[config.mk]
export PLATFORM = sky130hd
export DESIGN_NAME = instr_fetch_unit
export DESIGN_NICKNAME = d
export VERILOG_FILES = /design/src/rtl/instr_fetch_unit.sv
export SDC_FILE = /design/constraint.sdc
export NUM_CORES = 1
export LEC_CHECK = 0
export CAP_MARGIN = 10
export CORE_ASPECT_RATIO = 0.7
export CORE_MARGIN = 1.5
export CORE_UTILIZATION = 32
export DETAILED_ROUTE_END_ITERATION = 7
export DONT_BUFFER_PORTS = 1
export PLACE_DENSITY = 0.46
export SETUP_SLACK_MARGIN = 0.5
export SKIP_CTS_REPAIR_TIMING = 1
export SLEW_MARGIN = 5
export SYNTH_ARGS = -nofsm -noshare
export SYNTH_HDL_FRONTEND = slang
export SYNTH_SLANG_ARGS = --single-unit
[constraint.sdc]
create_clock -name clk -period 5.4 [get_ports clk]
set_input_delay 1.08 -clock clk [delete_from_list [all_inputs] [get_ports clk]]
set_output_delay 1.08 -clock clk [all_outputs]
set_load 0.02 [all_outputs]
[src/rtl/instr_fetch_unit.sv]
// Instruction fetch unit: assembles big-endian 16-bit instructions from an 8-bit program memory
// and hands them downstream over valid/ready, with branch redirect and boundary halt.
module instr_fetch_unit #(
    parameter int                ADDR_W   = 8,
    parameter logic [ADDR_W-1:0] RESET_PC = '0
) (
    input  logic              clk,
    input  logic              rst_n,
    output logic [ADDR_W-1:0] mem_addr,
    output logic              mem_rd,
    input  logic [7:0]        mem_rdata,
    input  logic              mem_ack,
    output logic [15:0]       instr,
    output logic [ADDR_W-1:0] instr_pc,
    output logic              instr_valid,
    input  logic              instr_ready,
    input  logic              redirect,
    input  logic [ADDR_W-1:0] redirect_pc,
    input  logic              halt,
    output logic              busy,
    output logic [1:0]        dbg_state
);

    // Handshake: a transfer happens on a rising edge where instr_valid & instr_ready are both 1;
    // instr/instr_pc stay frozen while instr_valid=1 and instr_ready=0, unless redirect is pulsed.
    typedef enum logic [1:0] {
        IDLE     = 2'd0,
        FETCH_HI = 2'd1,
        FETCH_LO = 2'd2,
        HOLD     = 2'd3
    } state_t;

    state_t            state_q, state_d;
    logic [ADDR_W-1:0] pc_q, pc_d;
    logic [7:0]        hi_q, hi_d;
    logic [7:0]        lo_q, lo_d;
    logic [ADDR_W-1:0] mem_addr_q;
    logic              mem_rd_q;
    logic [15:0]       instr_q;
    logic [ADDR_W-1:0] instr_pc_q;
    logic              instr_valid_q;
    logic              busy_q;

    // Redirect overrides everything, including a same-cycle ack or handshake.
    always_comb begin
        state_d = state_q;
        pc_d    = pc_q;
        hi_d    = hi_q;
        lo_d    = lo_q;
        if (redirect) begin
            pc_d    = redirect_pc;
            hi_d    = '0;
            lo_d    = '0;
            state_d = halt ? IDLE : FETCH_HI;
        end else begin
            case (state_q)
                IDLE: begin
                    if (!halt) state_d = FETCH_HI;
                end
                FETCH_HI: begin
                    if (mem_ack) begin
                        hi_d    = mem_rdata;
                        state_d = FETCH_LO;
                    end
                end
                FETCH_LO: begin
                    if (mem_ack) begin
                        lo_d    = mem_rdata;
                        state_d = HOLD;
                    end
                end
                HOLD: begin
                    if (instr_ready) begin
                        pc_d    = pc_q + ADDR_W'(2);
                        state_d = halt ? IDLE : FETCH_HI;
                    end
                end
                default: state_d = IDLE;
            endcase
        end
    end

    // Outputs are registered from the next state so they line up with state_q.
    always_ff @(posedge clk or negedge rst_n) begin
        if (!rst_n) begin
            state_q       <= IDLE;
            pc_q          <= RESET_PC;
            hi_q          <= '0;
            lo_q          <= '0;
            mem_rd_q      <= 1'b0;
            mem_addr_q    <= RESET_PC;
            instr_q       <= '0;
            instr_pc_q    <= RESET_PC;
            instr_valid_q <= 1'b0;
            busy_q        <= 1'b0;
        end else begin
            state_q       <= state_d;
            pc_q          <= pc_d;
            hi_q          <= hi_d;
            lo_q          <= lo_d;
            mem_rd_q      <= (state_d == FETCH_HI) || (state_d == FETCH_LO);
            mem_addr_q    <= (state_d == FETCH_LO) ? pc_d + ADDR_W'(1) : pc_d;
            instr_valid_q <= (state_d == HOLD);
            busy_q        <= (state_d != IDLE);
            if ((state_d == HOLD) && (state_q != HOLD)) begin
                instr_q    <= {hi_d, lo_d};
                instr_pc_q <= pc_d;
            end
        end
    end

    assign mem_addr    = mem_addr_q;
    assign mem_rd      = mem_rd_q;
    assign instr       = instr_q;
    assign instr_pc    = instr_pc_q;
    assign instr_valid = instr_valid_q;
    assign busy        = busy_q;
    assign dbg_state   = state_q;

endmodule

==> results of run 1 <==
==> final timing paths <==
path / from / to / cells after the start
worst max-delay path: dbg_state[1] / instr_pc[6] / 8
min in group clk: hi_q[4] / hi_q[4] / 2
worst max register to register: dbg_state[1] / instr_pc[6] / 8
worst min register to register: hi_q[4] / hi_q[4] / 2
worst min-delay path: rst_n / instr[5] / 0
max in group asynchronous: rst_n / pc_q[7] / 0
==> where the power goes <==
part	internal (W)	switching, W	total, W
combinational	0.0000546	0.0000499	0.000105
clock	0.000310	0.000208	0.000518
sequential	0.000519	0.000108	0.000627
total	0.000884	0.000366	0.00125
==> critical path, cell delays in order (launching register included) <==
cell and delay (ns):
dfrtp_1 0.69, nand3b_1 0.61, o211ai_1 0.29, o211ai_1 0.12
a21o_1 0.23, inv_1 0.08, ha_1 0.16, nand2_1 0.63
mux2_1 0.58
==> cells by family after synthesis <==
family / after synthesis / share of synthesized area
AO/OA/AOI/OAI: 19 / 0.0564
XOR/XNOR: 8 / 0.0268
adder cells (fa/ha/maj): 5 / 0.0239
buffers and inverters: 17 / 0.0292
flip-flops: 61 / 0.583
multiplexers: 41 / 0.168
AND/OR/NAND/NOR: 57 / 0.112
==> synthesized netlist by cell type (all sizes together), types with 2 or more instances <==
| cell type | n | area share |
|---|---|---|
| dfrtp | 61 | 0.58 |
| mux2 | 24 | 0.10 |
| nor2 | 21 | 0.030 |
| mux2i | 17 | 0.065 |
| nand2 | 15 | 0.022 |
| buf | 10 | 0.019 |
| inv | 7 | 0.010 |
| nand3 | 7 | 0.019 |
| xnor2 | 6 | 0.020 |
| ha | 5 | 0.024 |
| o21ai | 4 | 0.0076 |
| a21oi | 3 | 0.0057 |
| nand4 | 3 | 0.0096 |
| o211ai | 3 | 0.0086 |
| nand2b | 2 | 0.0048 |
| nand3b | 2 | 0.0057 |
| nor3 | 2 | 0.0038 |
| or4 | 2 | 0.0072 |
| xor2 | 2 | 0.0067 |
==> registers in the layout, summed over array words and instances, names as in the netlist <==
register	count
instr_valid	1
pc_q	8
instr	16
dbg_state	2
instr_pc	8
busy	1
mem_addr	8
mem_rd	1
hi_q	8
lo_q	8
==> metrics by stage <==
| stage | instances | power (W) | instance area, µm² | hold slack, ns |
|---|---|---|---|---|
| final | 315 | 0.00125 | 2970 | 0.445 |
| after global routing | 315 | 0.00131 | 2970 | 0.427 |
| after CTS | 315 | 0.00127 | 2970 | 0.430 |
| after floorplan | 208 | 0.000716 | 2620 | 0.496 |
| after detailed placement | 299 | 0.000744 | 2690 | 0.529 |
| after global placement | 299 | 0.000743 | 2690 | 0.527 |
==> per-layer routing <==
metal,GRT usage,vias to the layer above,share of wire
li1,-,730,-
met1,0.183,783,0.48
met2,0.189,44,0.42
met3,0.0788,5,0.090
met4,0.0532,0,0.014
met5,0,-,0
==> layout make-up <==
class	count	area [µm²]	share of cell area
clock buffer	9	225	0.0758
clock inverter	7	52.6	0.0177
inverter	7	26.3	0.00884
multi-input combinational	130	1010	0.341
sequential	61	1530	0.514
tap	101	126	0.0425
==> layout by cell type (no fill, tap or decap), types with 3 or more instances in the layout <==
master,n
a21oi_1,3
clkbuf_16,9
clkinvlp_4,4
dfrtp_1,61
ha_1,5
inv_1,7
mux2_2,22
mux2i_1,17
nand2_1,15
nand3_1,4
nand3_2,3
nor2_1,21
o211ai_1,3
o21ai_0,3
xnor2_1,6
==> results.py, run 1 <==
metrics = {
    "drt": {
        "viasPerCell": 4.96,
        "wl_per_cell_um": 17.2,
        "dr.pass1.iters": 4,
        "postRouteWirelength_um": 5420,
        "drtIter0Drc": 94,
        "ant_nets": 0,
        "route.detailed.drc": 0,
        "vias": 1562,
    },
    "critical_path": {
        "critPathKind": "reg2reg",
        "worstPathMaxFanout": 25,
        "end_kind": "flop",
        "startpoint_type": "flop",
        "worstPathArrival_ns": 3.72,
        "worstPathRequired_ns": 5.61,
        "rrSetupSlack_ns": 1.88,
    },
    "yosys": {
        "synth_area_um2": 2620,
        "synth_nets": 235,
        "avgSynthCellArea_um2": 12.6,
        "synth_seq_area_share": 0.583,
        "ys.flop_type": "dfrtp_1",
        "yosysUniqueCellTypes": 38,
        "synth_edf_count": 0,
        "ys_warn_count": 0,
        "syn_inst": 208,
        "synthArstFlopShare": 1.00,
        "synth-seq-cells": 61,
    },
    "sta": {
        "fin_crit_sh": 0.651,
        "setup_slack_ns": 1.88,
        "relSlewSlack": 0.258,
        "setup_viol": 0,
        "rsz0062_at_grt": "false",
        "fin_tns_setup_ns": 0,
        "fmax_ghz": 0.284,
        "slew_violations": 0,
        "worstMarginPinSlew_ns": 1.11,
        "skew_ns": 0.00695,
        "final-hold-violation-count": 0,
        "finalCriticalPeriod_ns": 3.52,
    },
    "cts": {
        "clk_pin_slew_worst_paths_ns": 0.06,
        "cts_tree": "yes",
        "clockBufferDepth": 2,
        "numCtsBuffers": 9,
        "cts_htree_levels": 3,
        "clockRootBuffer": "clkbuf_16",
        "clock_latency_ns": 0.33,
        "clkSinkCount": 61,
    },
    "cells_and_area": {
        "n_antenna_cell": 0,
        "layout.nets": 236,
        "fillCellCount": 795,
        "syn2layout_area_growth_pct": 13.5,
        "drive_gt1_frac": 0.215,
        "finalCoreUtilization": 0.376,
    },
    "grt": {
        "grt_pass1_vias": 1585,
        "grt_overflow": 0,
        "grt_max_degree": 62,
        "grt_pass1_wl_um": 8950,
        "antenna_found_initial": 0,
        "grt_usage": 0.139,
    },
    "die": {
        "core_um2": 7910,
        "io_pins": 59,
        "dieArea_um2": 8740,
        "row_count": 27,
        "start_util": 0.331,
        "die_w_um": 111,
        "die_h_um": 78.7,
    },
    "placement": {
        "dp_hpwl_um": 3620,
        "io_buffers": 0,
        "routabilityCongestion": 0.773,
        "dpl_worst_slack_ns": 1.55,
    },
    "outcome": {
        "status": "finished clean",
    },
    "worst_hold_path": {
        "hp-class": "in2async",
    },
    "power": {
        "power.density_nw_per_um2": 421,
        "leakagePower_nw": 1.44,
        "vdd_drop_max_v": 0.000150,
    },
    "job": {
        "cap_viol_max_count": 0,
    },
}
Power figures use the tool's default switching activity.
==> run 2, diff against run 1 <==
--- a/config.mk
+++ b/config.mk
@@ -11,7 +11,7 @@
 export CORE_UTILIZATION = 32
 export DETAILED_ROUTE_END_ITERATION = 7
 export DONT_BUFFER_PORTS = 1
-export PLACE_DENSITY = 0.46
+export PLACE_DENSITY = 0.47
 export SETUP_SLACK_MARGIN = 0.5
 export SKIP_CTS_REPAIR_TIMING = 1
 export SLEW_MARGIN = 5
==> constraint.sdc (replaced) <==
create_clock -name clk -period 3.1 [get_ports clk]
set_input_delay 0.62 -clock clk [delete_from_list [all_inputs] [get_ports clk]]
set_output_delay 0.62 -clock clk [all_outputs]
set_load 0.02 [all_outputs]
==> run 2 against run 1 <==
  * Combinational power is 110% higher
  * Clock power is 110% higher
  * Worst setup slack worse by 1.3 ns
  * First-iteration DRC count is 2.1% higher
  * Register-to-register slack worse by 1.3 ns
  * Worst hold slack worse by 0.26 ns
  * Sequential cell count stayed put
  * Critical endpoint is now instr_pc[4]
  * Highest routed layer unchanged
==> results.py, run 2 (synthesized netlist as in run 1, its figures left out) <==
metrics = {
    "sta": {
        "skew_ns": 0.00769,
        "setup_slack_ns": 0.622,
        "fin_crit_sh": 0.799,
        "slew_violations": 0,
        "setup_viol": 0,
        "finalCriticalPeriod_ns": 2.48,
        "worstMarginPinSlew_ns": 0.604,
        "final-hold-violation-count": 0,
        "rsz0062_at_grt": "true",
        "fin_tns_setup_ns": 0,
        "fmax_ghz": 0.404,
        "relSlewSlack": 0.598,
    },
    "critical_path": {
        "worstPathRequired_ns": 3.30,
        "critPathKind": "reg2reg",
        "worstPathArrival_ns": 2.68,
        "worstPathMaxFanout": 25,
        "startpoint_type": "flop",
        "end_kind": "flop",
    },
    "grt": {
        "grt_pass1_wl_um": 9460,
        "grt_pass1_vias": 1692,
        "antenna_found_initial": 0,
        "grt_max_degree": 62,
        "grt_overflow": 0,
        "grt_usage": 0.142,
    },
    "die": {
        "core_um2": 7910,
        "die_h_um": 78.7,
        "start_util": 0.331,
        "io_pins": 59,
        "row_count": 27,
        "dieArea_um2": 8740,
        "die_w_um": 111,
    },
    "cts": {
        "cts_htree_levels": 3,
        "clockRootBuffer": "clkbuf_16",
        "numCtsBuffers": 9,
        "cts_tree": "yes",
        "clock_latency_ns": 0.32,
        "clk_pin_slew_worst_paths_ns": 0.05,
        "clockBufferDepth": 2,
        "clkSinkCount": 61,
    },
    "cells_and_area": {
        "layout.nets": 242,
        "largest_reg_flops": 16,
        "final_common_cell": "dfrtp_1",
        "drive_gt1_frac": 0.236,
        "fillCellCount": 782,
        "syn2layout_area_growth_pct": 18.3,
        "n_antenna_cell": 0,
        "final_cell_mix": "61 x dfrtp_1, 22 x mux2_2, 21 x nor2_1",
        "finalCoreUtilization": 0.392,
    },
    "worst_hold_path": {
        "hp-class": "in2async",
    },
    "placement": {
        "routabilityCongestion": 0.765,
        "dp_hpwl_um": 3690,
        "io_buffers": 0,
        "dpl_worst_slack_ns": 0.544,
    },
    "power": {
        "vdd_drop_max_v": 0.000290,
        "power.density_nw_per_um2": 768,
        "leakagePower_nw": 1.51,
    },
    "drt": {
        "postRouteWirelength_um": 5610,
        "ant_nets": 0,
        "drtIter0Drc": 96,
        "wl_per_cell_um": 17.5,
        "viasPerCell": 4.89,
        "vias": 1569,
        "dr.pass1.iters": 4,
        "route.detailed.drc": 0,
    },
    "job": {
        "cap_viol_max_count": 0,
    },
    "outcome": {
        "status": "finished clean",
    },
}
run 2: per-stage QoR:
stage | instance area [µm²] | hold WS [ns] | power [W] | std cells
after floorplan | 2620 | 0.324 | 0.00125 | 208
after global placement | 2730 | 0.326 | 0.00130 | 304
after detailed placement | 2730 | 0.327 | 0.00130 | 304
after CTS | 3060 | -0.0153 | 0.00240 | 320
after global routing | 3100 | 0.185 | 0.00251 | 321
final | 3100 | 0.182 | 0.00238 | 321
run 2: final timing paths:
kind	from	endpoint	slack (ns)	depth (start not counted)
max	dbg_state[1]	instr_pc[4]	0.62	8
min in group clk	redirect	hi_q[6]	0.39	1
min reg2reg	lo_q[7]	lo_q[7]	0.53	2
max reg2reg	dbg_state[1]	instr_pc[4]	0.62	8
min	rst_n	lo_q[5]	0.18	1
max in group asynchronous	rst_n	instr_pc[5]	2.68	1
run 2: routing by layer:
| layer | vias up | global-route usage | wire, µm |
|---|---|---|---|
| li1 | 743 | - | - |
| met1 | 768 | 0.197 | 2730 |
| met2 | 52 | 0.188 | 2340 |
| met3 | 6 | 0.0741 | 500 |
| met4 | 0 | 0.0456 | 46 |
| met5 | - | 0 | 0 |
run 2: area by class of cell:
| cell class | count | area, µm² | share of cell area |
|---|---|---|---|
| Timing Repair Buffer | 6 | 65.1 | 0.0210 |
| Clock inverter | 4 | 70.1 | 0.0226 |
| Tap cell | 101 | 126 | 0.0408 |
| Sequential cell | 61 | 1530 | 0.493 |
| Multi-Input combinational cell | 130 | 1030 | 0.331 |
| Clock buffer | 12 | 256 | 0.0828 |
| Inverter | 7 | 26.3 | 0.00848 |
run 2: where the power goes:
| part | internal [W] | total (W) | switching (W) |
|---|---|---|---|
| Sequential | 0.000905 | 0.00109 | 0.000183 |
| Combinational | 0.000105 | 0.000217 | 0.000112 |
| Clock | 0.000744 | 0.00107 | 0.000331 |
run 2: critical path, cell delays in order, from the launching register on:
cell,delay [ns]
dfrtp_1,0.54
or3b_2,0.47
a21oi_1,0.15
a21o_1,0.14
inv_1,0.07
ha_1,0.21
nand2_1,0.06
buf_4,0.32
mux2_2,0.38
